===== src/rtl/instr_sequencer_pkg.sv =====
// Shared definitions for the instruction sequencer: state encoding,
// special opcode / result-select constants and a small decode helper.
package instr_sequencer_pkg;

  // State encodings are visible on the state output, so they are fixed.
  typedef enum logic [2:0] {
    IDLE   = 3'd0,
    FETCH  = 3'd1,
    DECODE = 3'd2,
    EXEC   = 3'd3,
    MEM    = 3'd4,
    WB     = 3'd5,
    HALT   = 3'd6
  } state_t;

  localparam logic [3:0] HALT_OPCODE  = 4'b1111;
  localparam logic [1:0] MEM_LOAD_SEL = 2'b10;

  // An instruction needs the MEM phase when it stores or loads.
  function automatic logic needs_mem(input logic       mem_write,
                                     input logic [1:0] result_sel);
    return mem_write || (result_sel == MEM_LOAD_SEL);
  endfunction

endpackage


===== src/rtl/instr_sequencer_retire_counter.sv =====
// 16-bit retired-instruction counter: synchronous reset, increment enable,
// natural wrap from 16'hFFFF to 16'h0000.
module retire_counter (
  input  logic        clk,
  input  logic        reset,
  input  logic        inc,
  output logic [15:0] count
);

  // Count retirements; reset wins over increment.
  always_ff @(posedge clk) begin
    // NOTE: sequential state uses non-blocking assignments so every flop
    // samples pre-edge values regardless of statement order.
    if (reset) begin
      count <= '0;
    end else if (inc) begin
      count <= count + 16'd1;
    end
  end

endmodule


===== src/rtl/instr_sequencer.sv =====
// Multi-cycle instruction sequencer: FETCH/DECODE/EXEC/MEM/WB control FSM
// with run / single-step control, HALT opcode and a retire counter.
module instr_sequencer
  import instr_sequencer_pkg::*;
(
  input  logic        clk,
  input  logic        reset,
  input  logic        run,
  input  logic        step,
  input  logic        mem_ready,
  input  logic [3:0]  opCode,
  input  logic        dec_PC_Enable,
  input  logic        dec_RA_Enable,
  input  logic        dec_RegWrite_Enable,
  input  logic        dec_MemWrite_Enable,
  input  logic [1:0]  dec_Alu_Move_Mem,
  output logic        imem_req,
  output logic        IR_Load,
  output logic        dmem_req,
  output logic        PC_Enable,
  output logic        RA_Enable,
  output logic        RegWrite_Enable,
  output logic        MemWrite_Enable,
  output logic [2:0]  state,
  output logic        halted,
  output logic [15:0] instr_count
);

  state_t state_q, state_d;
  logic   step_flag_q, step_flag_d;

  // Ungated strobes as decoded from the current state.
  logic imem_req_c, ir_load_c, dmem_req_c;
  logic pc_en_c, ra_en_c, rw_en_c, mw_en_c, halted_c, retire_c;

  // State register and single-step flag.
  always_ff @(posedge clk) begin
    if (reset) begin
      state_q     <= IDLE;
      step_flag_q <= 1'b0;
    end else begin
      state_q     <= state_d;
      step_flag_q <= step_flag_d;
    end
  end

  // Next-state and per-state strobe decode.
  always_comb begin
    // NOTE: every output of this block gets a default first, so no path
    // through the case statement can leave a latch behind.
    state_d     = state_q;
    step_flag_d = step_flag_q;
    imem_req_c  = 1'b0;
    ir_load_c   = 1'b0;
    dmem_req_c  = 1'b0;
    pc_en_c     = 1'b0;
    ra_en_c     = 1'b0;
    rw_en_c     = 1'b0;
    mw_en_c     = 1'b0;
    halted_c    = 1'b0;
    retire_c    = 1'b0;

    case (state_q)
      IDLE: begin
        // run has priority; a coincident step pulse is dropped.
        if (run) begin
          state_d = FETCH;
        end else if (step) begin
          step_flag_d = 1'b1;
          state_d     = FETCH;
        end
      end
      FETCH: begin
        imem_req_c = 1'b1;
        if (mem_ready) begin
          ir_load_c = 1'b1;
          state_d   = DECODE;
        end
      end
      DECODE: begin
        state_d = (opCode == HALT_OPCODE) ? HALT : EXEC;
      end
      EXEC: begin
        state_d = needs_mem(dec_MemWrite_Enable, dec_Alu_Move_Mem) ? MEM : WB;
      end
      MEM: begin
        dmem_req_c = 1'b1;
        // Write strobe only in the cycle the memory accepts the access.
        mw_en_c    = dec_MemWrite_Enable & mem_ready;
        if (mem_ready) begin
          state_d = WB;
        end
      end
      WB: begin
        pc_en_c  = dec_PC_Enable;
        ra_en_c  = dec_RA_Enable;
        rw_en_c  = dec_RegWrite_Enable;
        retire_c = 1'b1;
        if (step_flag_q) begin
          step_flag_d = 1'b0;
          state_d     = IDLE;
        end else if (run) begin
          state_d = FETCH;
        end else begin
          state_d = IDLE;
        end
      end
      HALT: begin
        halted_c = 1'b1;
      end
      default: begin
        state_d = IDLE;
      end
    endcase
  end

  // Reset is synchronous, so the registered state is still live during the
  // reset cycle; masking here keeps every strobe quiet while reset is held
  // and abandons any in-flight fetch or memory access.
  assign imem_req        = imem_req_c & ~reset;
  assign IR_Load         = ir_load_c  & ~reset;
  assign dmem_req        = dmem_req_c & ~reset;
  assign PC_Enable       = pc_en_c    & ~reset;
  assign RA_Enable       = ra_en_c    & ~reset;
  assign RegWrite_Enable = rw_en_c    & ~reset;
  assign MemWrite_Enable = mw_en_c    & ~reset;
  assign halted          = halted_c   & ~reset;
  assign state           = state_q;

  retire_counter u_retire_counter (
    .clk   (clk),
    .reset (reset),
    .inc   (retire_c),
    .count (instr_count)
  );

endmodule


===== config.mk =====
export PLATFORM = sky130hd
export DESIGN_NAME = instr_sequencer
export DESIGN_NICKNAME = d
export VERILOG_FILES = /design/src/rtl/instr_sequencer_pkg.sv /design/src/rtl/instr_sequencer_retire_counter.sv /design/src/rtl/instr_sequencer.sv
export SDC_FILE = /design/constraint.sdc
export NUM_CORES = 1
export LEC_CHECK = 0
export CORE_AREA = 2 2 59 67
export CTS_CLUSTER_DIAMETER = 80
export DETAILED_ROUTE_END_ITERATION = 8
export DIE_AREA = 0 0 61 69
export MAX_ROUTING_LAYER = met4
export SYNTH_ARGS = -nofsm -noshare
export SYNTH_HDL_FRONTEND = slang
export SYNTH_SLANG_ARGS = --single-unit

===== constraint.sdc =====
create_clock -name clk -period 4.7 [get_ports clk]
set_input_delay 0.47 -clock clk [delete_from_list [all_inputs] [get_ports clk]]
set_output_delay 0.47 -clock clk [all_outputs]
set_load 0.005 [all_outputs]

==> results.sh, run 1 <==
export IMPL_min_period_over_period_pct=62.9
export IMPL_synth_xor_area_share_pct=7.65
export IMPL_p_leak_nw=0.521
export IMPL_skew_ps=5.27
export IMPL_grt_pass1_vias=968
export IMPL_p_comb_share_pct=17.0
export IMPL_cts_root_buffer="clkbuf_8"
export IMPL_final_cell_mix="clkdlybuf4s50_1 (41), dfxtp_1 (20), nor2_1 (15), a21oi_1 (9), o21ai_0 (9)"
export IMPL_run_status="finished, final reports clean"
export IMPL_path_buf_inv=2
export IMPL_grt_first_pass_wirelength_um=4190
export IMPL_syn_inst=126
export IMPL_ys_seq_area_share_pct=38.8
export IMPL_design_area_um2=1520
export IMPL_critPathSlowestCell="clkdlybuf4s50_1"
export IMPL_firstDrtPassIters=4
export IMPL_worst_ep_required_time_ps=4230
export IMPL_crit_type="input pin to output pin"
export IMPL_synth_top_cell_area_share_pct=38.8
export IMPL_p_per_area_nw_per_um2=236
export IMPL_core_area_um2=3540
export IMPL_critical_path_top_delay_family="buffers and inverters"
export IMPL_slew_violations=0
export IMPL_clock_latency_ps=250
export IMPL_drc_errors=0
export IMPL_hold_viol=0
export IMPL_clk_pin_slew_ps=70
export IMPL_dpl_instance_area_um2=1480
export IMPL_fillers=364
export IMPL_start_util_pct=29.1
export IMPL_avgSynthCellArea_um2=8.18
export IMPL_port_buffers=41
export IMPL_gp_congestion=0.828
export IMPL_synth_top_family_by_area="simple AND/OR/NAND/NOR gates"
export IMPL_htreeDepth=1
export IMPL_ios=42
export IMPL_worst_path_max_fanout=24
export IMPL_period_minus_slack_ps=2960
export IMPL_synth_cell_types=32
export IMPL_finalHoldWorstSlack_ps=490
export IMPL_synth_compound_gate_area_share_pct=14.1
export IMPL_hold_buffers=0
export IMPL_endpoint_kind="output pin"
export IMPL_seq_area_um2=400
export IMPL_layout_commonest_cell="clkdlybuf4s50_1"
export IMPL_synth_simple_area_share_pct=32.2
export IMPL_p_int_mw=0.270
export IMPL_dp_hpwl_um=1900
export IMPL_nets=183
export IMPL_die_area_um2=4210
export IMPL_pwr_share_clk_pct=30.0
export IMPL_synthMuxAreaShare_pct=0.971
export IMPL_cts_tree="done"
export IMPL_numCtsBuffers=3
export IMPL_cp_common_cell="clkdlybuf4s50_1"
export IMPL_viasPerCell=4.71
export IMPL_syn_num_nets=142
export IMPL_synth_largest_area_cell="dfxtp_1"
export IMPL_power_switching_mw=0.0882
export IMPL_totalPowerFinal_mw=0.358
export IMPL_slew_headroom_pct=42.7
export IMPL_rsz0062_at_grt="false"
export IMPL_cts_setup_buffers=0
export IMPL_worstMarginPinSlew_ps=857
export IMPL_max_cap_violations=0
export IMPL_setup_tns_ps=0
export IMPL_hp_class="flop to flop"
export IMPL_grt_max_degree=25
export IMPL_worstPathCellList="clkdlybuf4s50_1 -> nor4b_1 -> and2_1 -> clkdlybuf4s50_1"
export IMPL_n_antenna_cell=0
export IMPL_setup_viol=0
export IMPL_grt_remaining_overflow=0
export IMPL_wirelength_um=2610
export IMPL_fp_dieW_um=61
export IMPL_cts_resized=0
export IMPL_dr_total_vias=1013
export IMPL_drtAntennaViolNets=0
export IMPL_multi_input_area_um2=578
export IMPL_max_clock_path_buffers=2
export IMPL_antenna_found_initial=0
export IMPL_seqPwrFrac_pct=53.1
export IMPL_start_kind="input pin"
export IMPL_vdd_ir_drop_worst_mv=0.157
export IMPL_rows=23
export IMPL_final_layout_size_suffix_gt1_share_pct=3.64
export IMPL_ys_top_cells_by_area="dfxtp_1 (39%), xnor2_1 (5.9%), nor2_1 (5.5%), a21oi_1 (4.4%), o21ai_0 (4.4%)"
export IMPL_drt_iter0_drc=27
export IMPL_wl_per_cell_um=12.1
export IMPL_gr_usage_all_layers_pct=12.8
export IMPL_synth_seq_cells=20
export IMPL_instances_no_fill=215
export IMPL_p_sw_share_pct=24.6
export IMPL_synth_warnings=0
export IMPL_synthAdderAreaFrac_pct=1.21
export IMPL_cts_sinks=20
export IMPL_placedCellCount=212
export IMPL_area_growth_pct=47.3
export IMPL_die_h_um=69
export IMPL_arrival_ps=2490
export IMPL_cpPeakStageDelay_ps=850
export IMPL_synth_area_um2=1030
export IMPL_fmax_ghz=0.338
## metal layers
metal  track usage (%)  routed length [µm]
met5                 -                   0
met4              3.62                  19
met3              1.50                  97
met2              21.0                1240
met1              16.1                1250
## power groups by stage
stage	combinational (mW)	sequential, mW	clock (mW)
after floorplan	0.0366	0.186	0
after global placement	0.0595	0.195	0
after detailed placement	0.0611	0.194	0
after CTS	0.0615	0.190	0.112
after global routing	0.0668	0.192	0.119
final	0.0608	0.190	0.107
## synth_stat cells
library cell,count
nor2b_1,2
nor2_1,15
a41o_1,1
xnor2_1,7
o21ai_0,9
xor2_1,2
buf_6,1
ha_1,1
nor4b_1,2
nand2_1,6
nor4_1,3
a22oi_1,1
or4_4,2
dfxtp_1,20
a21o_1,1
and2_1,4
clkbuf_1,4
and3_1,1
or3_1,5
a21oi_1,9
nor3_1,6
o31ai_1,1
nand3_1,4
o21bai_1,1
inv_1,7
nand4_1,4
or4_1,1
mux2i_1,1
a31oi_1,1
nand4b_4,1
a311oi_1,1
nand2b_1,2
## per-stage QoR
step                      setup slack, ps  utilization, %
after floorplan                      2980               -
after global placement               1780            41.7
after detailed placement             1710            41.7
after CTS                            1740            42.9
after global routing                 1540            42.9
final                                1740            42.9
## state kept, by name, summed over array words and instances, names as in the netlist
register / count
state: 3
u_retire_counter.count: 16
step_flag_q: 1
## worst reg2reg max path, delay by kind of cell (launching register included)
family | cells | cell delay (ps)
compound gates | 1 | 160
flops | 1 | 610
simple gates | 3 | 1270
## logic make-up after synthesis
kind of cell	after synthesis
xor gates and xnor gates	9
AOI/OAI and AO/OA	25
buffers and inverters	12
adders and majority gates	1
DFF	20
and+or+nand+nor	58
muxes	1
## final cells by class
class | count | share of cell area [%]
clock buffers | 3 | 2.72
inverters | 7 | 1.73
multi-input cells | 94 | 38.1
flip-flops and latches | 20 | 26.4
well taps | 50 | 4.12
repair buffers | 41 | 27.0
## path summary, 6_finish.rpt
check / startpoint / slack, ps / cells after the start / to
max: reset / 1740 / 4 / IR_Load
min: u_retire_counter.count[15] / 490 / 2 / u_retire_counter.count[15]
max reg2reg: state[0] / 2580 / 4 / u_retire_counter.count[14]
min reg2reg: u_retire_counter.count[15] / 490 / 2 / u_retire_counter.count[15]
Note: power is estimated with default switching activity, not from simulation.
==> inputs of run 2 (changes only) <==
clock period = 2.6 ns   (was 4.7 ns; I/O delays follow)
==> run 2 against run 1 <==
Against the previous run: clock power grew 81%; flip-flop and latch count unchanged; core utilization grew 0.21 points; cell count increased by 0.47%; global-route usage rose by 0.30 points; wire length decreased by 2.5%; worst hold slack hardly changed; largest power group unchanged; highest routed layer unchanged.
==> results.sh, run 2 (synthesis gave the netlist of run 1 again) <==
export IMPL_run_status="finished, final reports clean"
export IMPL_regMostFlops="u_retire_counter.count"
export IMPL_wl_per_cell_um=11.8
export IMPL_drt_iter0_drc=19
export IMPL_fillers=362
export IMPL_n_antenna_cell=0
export IMPL_largest_reg_flops=16
export IMPL_antenna_found_initial=0
export IMPL_cts_setup_buffers=0
export IMPL_firstDrtPassIters=4
export IMPL_power_switching_mw=0.159
export IMPL_gr_usage_all_layers_pct=13.1
export IMPL_area_growth_pct=48.1
export IMPL_hold_viol=0
export IMPL_arrival_ps=1990
export IMPL_p_comb_share_pct=17.2
export IMPL_die_h_um=69
export IMPL_die_area_um2=4210
export IMPL_slew_headroom_pct=69.0
export IMPL_totalPowerFinal_mw=0.649
export IMPL_fp_dieW_um=61
export IMPL_p_sw_share_pct=24.5
export IMPL_worst_path_max_fanout=14
export IMPL_p_leak_nw=0.526
export IMPL_endpoint_kind="output pin"
export IMPL_ff2ff_setup_slack_ps=510
export IMPL_layout_commonest_cell="clkdlybuf4s50_1"
export IMPL_cts_resized=0
export IMPL_start_kind="flop"
export IMPL_final_cell_mix="clkdlybuf4s50_1 (41), dfxtp_1 (20), nor2_1 (15), a21oi_1 (9), o21ai_0 (9)"
export IMPL_skew_ps=2.52
export IMPL_wirelength_um=2540
export IMPL_rsz0062_at_grt="false"
export IMPL_cts_sinks=20
export IMPL_fmax_ghz=0.445
export IMPL_worst_ep_required_time_ps=2340
export IMPL_drtAntennaViolNets=0
export IMPL_core_area_um2=3540
export IMPL_critical_path_top_delay_family="simple AND/OR/NAND/NOR gates"
export IMPL_drc_errors=0
export IMPL_instances_no_fill=216
export IMPL_rows=23
export IMPL_viasPerCell=4.78
export IMPL_clock_latency_ps=250
export IMPL_clk_pin_slew_ps=70
export IMPL_dp_hpwl_um=1950
export IMPL_max_clock_path_buffers=2
export IMPL_cts_tree="done"
export IMPL_grt_max_degree=18
export IMPL_min_period_over_period_pct=86.4
export IMPL_start_util_pct=29.1
export IMPL_worstPathCellList="nand3_1 -> nor2_1 -> and2_1 -> clkdlybuf4s50_1"
export IMPL_worstMarginPinSlew_ps=465
export IMPL_setup_tns_ps=0
export IMPL_p_per_area_nw_per_um2=425
export IMPL_critPathSlowestCell="dfxtp_1"
export IMPL_crit_type="flop to output pin"
export IMPL_cts_root_buffer="clkbuf_8"
export IMPL_period_minus_slack_ps=2250
export IMPL_seqPwrFrac_pct=53.0
export IMPL_setup_viol=0
export IMPL_p_int_mw=0.490
export IMPL_numCtsBuffers=3
export IMPL_gp_congestion=0.785
export IMPL_htreeDepth=1
export IMPL_dr_total_vias=1032
export IMPL_pwr_share_clk_pct=29.8
export IMPL_vdd_ir_drop_worst_mv=0.204
export IMPL_cpPeakStageDelay_ps=610
export IMPL_ios=42
export IMPL_path_buf_inv=1
export IMPL_hp_class="flop to flop"
export IMPL_slew_violations=0
export IMPL_port_buffers=41
export IMPL_placedCellCount=213
export IMPL_grt_remaining_overflow=0
export IMPL_finalHoldWorstSlack_ps=489
export IMPL_max_cap_violations=0
export IMPL_hold_buffers=0
export IMPL_grt_pass1_vias=980
export IMPL_grt_first_pass_wirelength_um=4250
export IMPL_final_layout_size_suffix_gt1_share_pct=4.22
export IMPL_nets=184
[run 2: changes by cell type in the layout (fill, tap and decap cells not counted), sizes merged]
cell,delta
buf,+1
[run 2: area by class of cell]
type | count | area [µm²] | area share, %
Tap cell | 50 | 62.6 | 4.10
Sequential cell | 20 | 400 | 26.2
Clock buffer | 3 | 41.3 | 2.70
Multi-Input combinational cell | 94 | 578 | 37.9
Inverter | 7 | 26.3 | 1.72
Timing Repair Buffer | 42 | 418 | 27.4
[run 2: path summary, 6_finish.rpt]
path,to,startpoint,cells past startpoint
setup / recovery,RA_Enable,state[0],4
hold / removal,u_retire_counter.count[15],u_retire_counter.count[15],2
setup reg to reg,u_retire_counter.count[14],state[0],4
hold reg to reg,u_retire_counter.count[15],u_retire_counter.count[15],2
[run 2: per-stage QoR]
step | utilization, % | instance area, µm² | setup slack [ps]
3_3_place_gp | 42.0 | 1490 | 510
5_1_grt | 43.1 | 1530 | 140
2_1_floorplan | - | 1030 | 878
4_1_cts | 43.1 | 1530 | 316
3_5_place_dp | 42.0 | 1490 | 469
6_report | 43.1 | 1530 | 355
[run 2: worst min-delay path: cells and delay by family (launching register included)]
| kind | cells | cell delay, ps |
|---|---|---|
| flops | 1 | 320 |
| compound gates | 2 | 130 |
[run 2: layer usage]
metal	GRT usage, %	wire, µm	part of all wire [%]	vias to the layer above
met3	2.25	109	4.3	2
met5	-	0	0	-
met4	4.35	17	0.67	0
met1	17.0	1200	47	475
met2	20.2	1220	48	22
li1	-	-	-	533
[run 2: power groups by stage]
stage	sequential (mW)	combinational [mW]	clock, mW
after floorplan	0.337	0.0661	0
after global placement	0.350	0.110	0
after global routing	0.349	0.123	0.216
after detailed placement	0.351	0.112	0
final	0.344	0.112	0.194
after CTS	0.344	0.113	0.203
